File: config.mk
export PLATFORM = sky130hd
export DESIGN_NAME = ones_pattern_tx
export DESIGN_NICKNAME = d
export VERILOG_FILES = /design/src/rtl/ones_pattern_tx.sv
export SDC_FILE = /design/constraint.sdc
export NUM_CORES = 1
export LEC_CHECK = 0
export CORE_UTILIZATION = 51
export CTS_BUF_LIST = sky130_fd_sc_hd__clkbuf_8 sky130_fd_sc_hd__clkbuf_16
export CTS_CLUSTER_SIZE = 24
export DETAILED_ROUTE_END_ITERATION = 8
export PLACE_DENSITY = 0.78
export SETUP_SLACK_MARGIN = 0.02
export SYNTH_ARGS = -nofsm -noshare
export SYNTH_HDL_FRONTEND = slang
export SYNTH_SLANG_ARGS = --single-unit
File: constraint.sdc
create_clock -name clk -period 1.57 [get_ports clk]
set_clock_uncertainty 0.05 [all_clocks]
set_input_delay 0.157 -clock clk [delete_from_list [all_inputs] [get_ports clk]]
set_output_delay 0.157 -clock clk [all_outputs]
set_load 0.02 [all_outputs]
File: src/rtl/ones_pattern_tx.sv
// Serial test-pattern transmitter: count (0..10) in, 10-bit word with that many ones out MSB-first.
// Optional build macro ONES_PATTERN_TX_ROTATE_EN rotates each loaded pattern right by a per-accept counter.
module ones_pattern_tx #(
  parameter int WIDTH = 10,
  parameter int CNT_W = 4
) (
  input  logic             clk,
  input  logic             rst_n,
  input  logic             in_valid,
  output logic             in_ready,
  input  logic [CNT_W-1:0] in_count,
  output logic             out_valid,
  input  logic             out_ready,
  output logic             out_bit,
  output logic             out_last,
  output logic [WIDTH-1:0] out_word,
  output logic             err
);

  typedef enum logic {IDLE, SHIFT} state_e;

  localparam logic [CNT_W-1:0] MAXN = CNT_W'(WIDTH);
  localparam logic [3:0]       LAST = 4'(WIDTH-1);

  state_e           state_q, state_d;
  logic [WIDTH-1:0] shreg_q, shreg_d;
  logic [WIDTH-1:0] word_q, word_d;
  logic [3:0]       idx_q, idx_d;
  logic             err_q, err_d;
  logic [CNT_W-1:0] n;
  logic [WIDTH-1:0] base, pat;
  logic             accept, xfer;

`ifdef ONES_PATTERN_TX_ROTATE_EN
  logic [3:0] rot_q;

  // Right rotation: result bit j takes source bit (j + r) mod WIDTH.
  function automatic logic [WIDTH-1:0] rotr(input logic [WIDTH-1:0] v, input logic [3:0] r);
    logic [WIDTH-1:0] o;
    int s;
    o = '0;
    for (int j = 0; j < WIDTH; j++) begin
      s = j + int'(r);
      if (s >= WIDTH) s = s - WIDTH;
      o[j] = v[s];
    end
    return o;
  endfunction

  always_ff @(posedge clk or negedge rst_n) begin
    if (!rst_n)      rot_q <= '0;
    else if (accept) rot_q <= (rot_q == LAST) ? 4'd0 : rot_q + 4'd1;
  end

  assign pat = rotr(base, rot_q);
`else
  assign pat = base;
`endif

  assign in_ready  = (state_q == IDLE);
  assign out_valid = (state_q == SHIFT);
  assign out_bit   = out_valid & shreg_q[WIDTH-1];
  assign out_last  = out_valid & (idx_q == LAST);
  assign out_word  = word_q;
  assign err       = err_q;
  assign accept    = in_valid & in_ready;
  assign xfer      = out_valid & out_ready;
  assign n         = (in_count > MAXN) ? MAXN : in_count;

  // N ones packed into the MSBs.
  always_comb begin
    base = '0;
    for (int i = 0; i < WIDTH; i++) base[WIDTH-1-i] = (i < int'(n));
  end

  always_comb begin
    state_d = state_q;
    shreg_d = shreg_q;
    word_d  = word_q;
    idx_d   = idx_q;
    err_d   = 1'b0;
    case (state_q)
      IDLE: if (accept) begin
        state_d = SHIFT;
        shreg_d = pat;
        word_d  = pat;
        idx_d   = '0;
        err_d   = (in_count > MAXN);
      end
      SHIFT: if (xfer) begin
        shreg_d = shreg_q << 1;
        idx_d   = idx_q + 4'd1;
        if (idx_q == LAST) state_d = IDLE;
      end
      default: state_d = IDLE;
    endcase
  end

  always_ff @(posedge clk or negedge rst_n) begin
    if (!rst_n) begin
      state_q <= IDLE;
      shreg_q <= '0;
      word_q  <= '0;
      idx_q   <= '0;
      err_q   <= 1'b0;
    end else begin
      state_q <= state_d;
      shreg_q <= shreg_d;
      word_q  <= word_d;
      idx_q   <= idx_d;
      err_q   <= err_d;
    end
  end

endmodule
# --- Word level (Yosys, flattened, before mapping) ---
# Cells that the tools add are included.
classes:
  magnitude_cmp: 11
  muxes: 13
  n_eq_ne: 3
  reduce_logical: 2
  bitwise: 5
  addsub: 1
op_table:
  columns: ["operator", "n"]
  rows:
  - ["10-bit 2-to-1 mux", 2]
  - ["10-bit one-hot mux with 2 select lines", 1]
  - ["3-bit by 4-bit less-than comparator with 1-bit output (first input constant)", 4]
  - ["4-bit 2-to-1 mux", 3]
  - ["1-bit by 4-bit less-than comparator with 1-bit output (first input constant)", 2]
  - ["2-bit by 4-bit less-than comparator with 1-bit output (first input constant)", 2]
  - ["4-bit less-than comparator (first input constant)", 2]
  - ["4-bit one-hot mux with 2 select lines", 1]
  - ["1-bit 2-to-1 mux", 5]
  - ["4-bit by 1-bit adder with 4-bit output (second input constant)", 1]
  - ["1-bit AND", 4]
  - ["4-bit == test (second input constant)", 1]
  - ["4-bit greater-than comparator (second input constant)", 1]
  - ["2-bit by 1-bit != test with 1-bit output (second input constant)", 2]
  - ["2-bit AND reduction", 2]
  - ["1-bit one-hot mux with 2 select lines", 1]
  - ["1-bit inverter", 1]
word_totals:
  input_bits: 8
  elab_cells: 40
  ff_bits: 26
  output_inout_bits: 15

# --- Longest topological paths before layout ---
logic_depth:
  word_depth: 5
  ltp_mapped: 5
  ltp_nobuf: 5

# --- Least setup slack after synthesis ---
# No wires, ideal clock.
synth_path:
  path_kind: "flip-flop to flip-flop"
  from: "register state_q, in the netlist out_valid"
  to: "register state_q, in the netlist out_valid"
  arrival_time_ps: 1406
  required_ps: 1370
  slack_ps: -36
  path_stages_with_launch: 5
  period_less_slack_ps: 1606
  n_path_buf: 1
  setup_time_ps: 150
  cell_sequence: "dfrtp_1 > buf_2 > inv_1 > nor3_1 > a21oi_1"
synth_between:
  elab_chain_len: 4
  elab_cells_between_ends: 6
  classes_between: "mux: 3; bitwise: 3"
synth_lines:
  columns: ["element", "line_no", "rtl"]
  rows:
  - ["start: declaration", "25", "state_e state_q, state_d;"]
  - ["start signal: assignment", "107", "state_q <= state_d;"]
  - ["1-bit inverter (no source line)", null, null]
  - ["1-bit AND", "66", "assign accept = in_valid & in_ready;"]
  - ["1-bit 2-to-1 mux", "83", "IDLE: if (accept) begin"]
  - ["1-bit one-hot mux with 2 select lines *", "82", "case (state_q)"]
  - ["net state_d", "25", null]
# Mark *: on every way through the listed nets, which the timed path passes. The rest lies on a longest branch.
# A chain may end at the register's enable or synchronous reset.

# --- Final worst setup path ---
layout_path:
  from: "register state_q, in the netlist out_valid"
  to: "output out_bit"
layout_between:
  elab_chain_len: 1
layout_lines:
  columns: ["element", "line_no", "rtl"]
  rows:
  - ["1-bit AND", "62", "assign out_bit = out_valid & shreg_q[WIDTH-1];"]
  - ["end: declaration", "14", "output logic out_bit,"]
# No other way between the ends.

==> reports/qor.csv <==
metric,value,unit
Leak,0.799,nW
Seq cells post-synth,26,
RR Endpoint,out_word[0],
Clock Latency Late Sink,0.27,ns
Core Box Area,0.00230,mm^2
# setup viols final,0,
HP Class,primary input to async pin,
clock buffer depth,2,
fin crit period,1.50,ns
synth warn,0,
largest net degree at the start of global routing,27,
CTS H-tree depth,1,
Placed Area,0.00163,mm^2
ratio of cells with drive above 1 in the final layout,17.6,%
Clock Sinks,26,
vias in the first global route,1048,
pre-CTS setup slack,-0.0213,ns
fin area,0.00167,mm^2
Worst Path Required,1.36,ns
worst r2r src,out_valid,
Setup TNS Final,0,ns
hold slack,0.191,ns
final hold violation count,0,
Clock power frac,14.0,%
worst relative slew slack,78.3,%
fillers,169,
sequential share of the synthesized area,50.6,%
Gate power share,43.7,%
status,finished clean,
DRC,0,
Port Buffers,22,
max-slew violations,0,
Overall Power,2.70,mW
total CTS buffers,3,
# IOs,23,
power density cells,1620,mW/mm^2
gr usage total,24.1,%
"CTS clk-pin slew, worst paths",0.09,ns
Placer Congestion,0.806,
Max-Cap Viols,0,
f_max,667,MHz
Starting Density,56.0,%
Post-Syn Area,0.00129,mm^2
top-area cell type share of the netlist area,50.6,%
R2R depth,5,
Worst setup endpoint,out_bit,
Area contributors post-synth,"dfrtp_1 (51%), o21ai_0 (7.0%), nand2_1 (5.5%), mux2i_1 (3.9%), buf_2 (3.5%)",
CTS tree,built,
Worst Setup Start Kind,flop,
Setup CP Type,flop to primary output,
final WL,2.87,mm
Worst-Margin Slew,0.325,ns
overflow left after global routing,0,
die area,0.00273,mm^2
wire per inst,14.9,um
# diodes,0,
NumNets Final,177,
sw power,0.996,mW
unrepaired setup endpoints after global routing,false,
std cell rows,17,
Vias/cell,5.70,
"critical path fanouts, max",4,
crit path from,out_valid,
Syn Nets,143,
Synth area leader,dfrtp_1,
Die W,52.2,um
Setup WS post-layout,0.0713,ns
Sw Share,36.9,%
chip height,52.2,um
"Period Utilization, post-route",95.5,%
root buf cell,clkbuf_8,
Post-Synthesis Cells,133,
flop2flop setup slack,0.14,ns
initial antenna violation count,0,
Post-DRT Antenna Nets,0,
Starting DRT DRC Count,52,
power share of the sequential group,42.3,%
Int Power,1.70,mW
global-route wire length before repair,4.75,mm
CP endpoint kind,primary output,
crit path DAT,1.29,ns
Post-DP HPWL,2.08,mm
peak supply drop,1270,uV
Post-CTS Setup Repair Bufs,0,
Syn-to-layout area delta,29.9,%
Initial DRT Pass Iterations,4,
Vias,1100,
Syn Area/Cell,9.67,um^2
Synth cell types,35,
-- layer usage --
metal,GRT usage [%],vias up,part of all wire [%]
met5,0,-,0
met4,9.65,0,2.0
met3,3.48,9,5.0
met2,36.3,37,46
met1,34.6,530,47
li1,-,524,-
-- Yosys cell counts (all sizes together) --
cell	n
or3b	1
nand4	1
nor3	3
nand2	19
clkbuf	1
o22ai	1
nand2b	2
xnor2	1
mux2	3
o32ai	1
and2	1
buf	10
nor2	10
o2bb2ai	1
dfrtp	26
inv	3
nor2b	1
nand3b	1
o21ai	19
o221ai	2
a21oi	5
and3	1
a211oi	1
mux2i	5
nand3	1
ha	2
xor2	2
a31oi	1
a21o	3
o21a	1
a211o	2
a31o	1
a22oi	1
-- power by group through the flow --
stage | combinational [mW] | sequential (mW) | clock (mW)
2_1_floorplan | 0.512 | 1.27 | 0
3_3_place_gp | 1.16 | 1.13 | 0
3_5_place_dp | 1.19 | 1.15 | 0
4_1_cts | 1.19 | 1.14 | 0.380
5_1_grt | 1.30 | 1.16 | 0.403
6_report | 1.18 | 1.14 | 0.379
-- kinds of logic (layout without fill, tap and decap cells) --
logic type	Yosys count	in the layout	share of synthesized area, %
xor+xnor	3	3	2.04
simple gates	41	41	14.2
flops	26	26	50.6
fa+ha+maj	2	2	1.95
buf+inv	14	46	5.54
mux	8	8	6.52
compound gates	39	39	19.2
-- state kept, by name, summed over array words and instances, names as in the netlist --
| signal | flops |
|---|---|
| idx_q | 4 |
| out_valid | 1 |
| out_word | 10 |
| err | 1 |
| shreg_q | 10 |
-- worst max-delay path, cell delays in order, from the launching register on --
cell and delay, ns:
dfrtp_1 0.42, buf_4 0.15, and2_1 0.14, dlygate4sd2_1 0.32
-- cell usage in the layout (no fill, tap or decap), types with 3 or more instances in the layout --
cell / instances
mux2i_1: 5
clkdlybuf4s50_1: 19
nor2_1: 10
nand2_1: 19
dfrtp_1: 26
a21o_1: 3
mux2_2: 3
buf_4: 17
inv_1: 3
clkbuf_8: 3
a21oi_1: 5
o21ai_0: 18
-- through the flow --
step | instances | utilization [%]
2_1_floorplan | 133 | -
3_3_place_gp | 190 | 71.1
3_5_place_dp | 190 | 71.1
6_report | 193 | 72.7
5_1_grt | 193 | 72.7
4_1_cts | 193 | 72.9
-- what timing repair did --
action / CTS / global route
cloned: 0 / 0
hold endpoints to repair: 0 / 0
endpoints found under the setup margin: 3 / 2
gates resized for setup: 5 / 2
hold buffers: 0 / 0
-- worst min-delay path by stage --
stage / slack, ns / startpoint / endpoint
floorplan: -0.19 / rst_n / err
global route: 0.24 / rst_n / out_word[5]
detailed placement: 0.42 / out_word[5] / out_word[5]
finish: 0.19 / rst_n / out_word[5]
CTS: 0.21 / rst_n / out_word[4]
global placement: 0.40 / out_word[5] / out_word[5]
-- cell type report --
| type | instances | area (um^2) | area share, % |
|---|---|---|---|
| timing repair buffer | 40 | 360 | 21.6 |
| multi-input combinational | 93 | 572 | 34.2 |
| clock buffer | 3 | 41.3 | 2.47 |
| sequential | 26 | 651 | 39.0 |
| inverter | 3 | 11.3 | 0.674 |
| tap | 28 | 35.0 | 2.10 |
(Power assumes the default switching activity.)
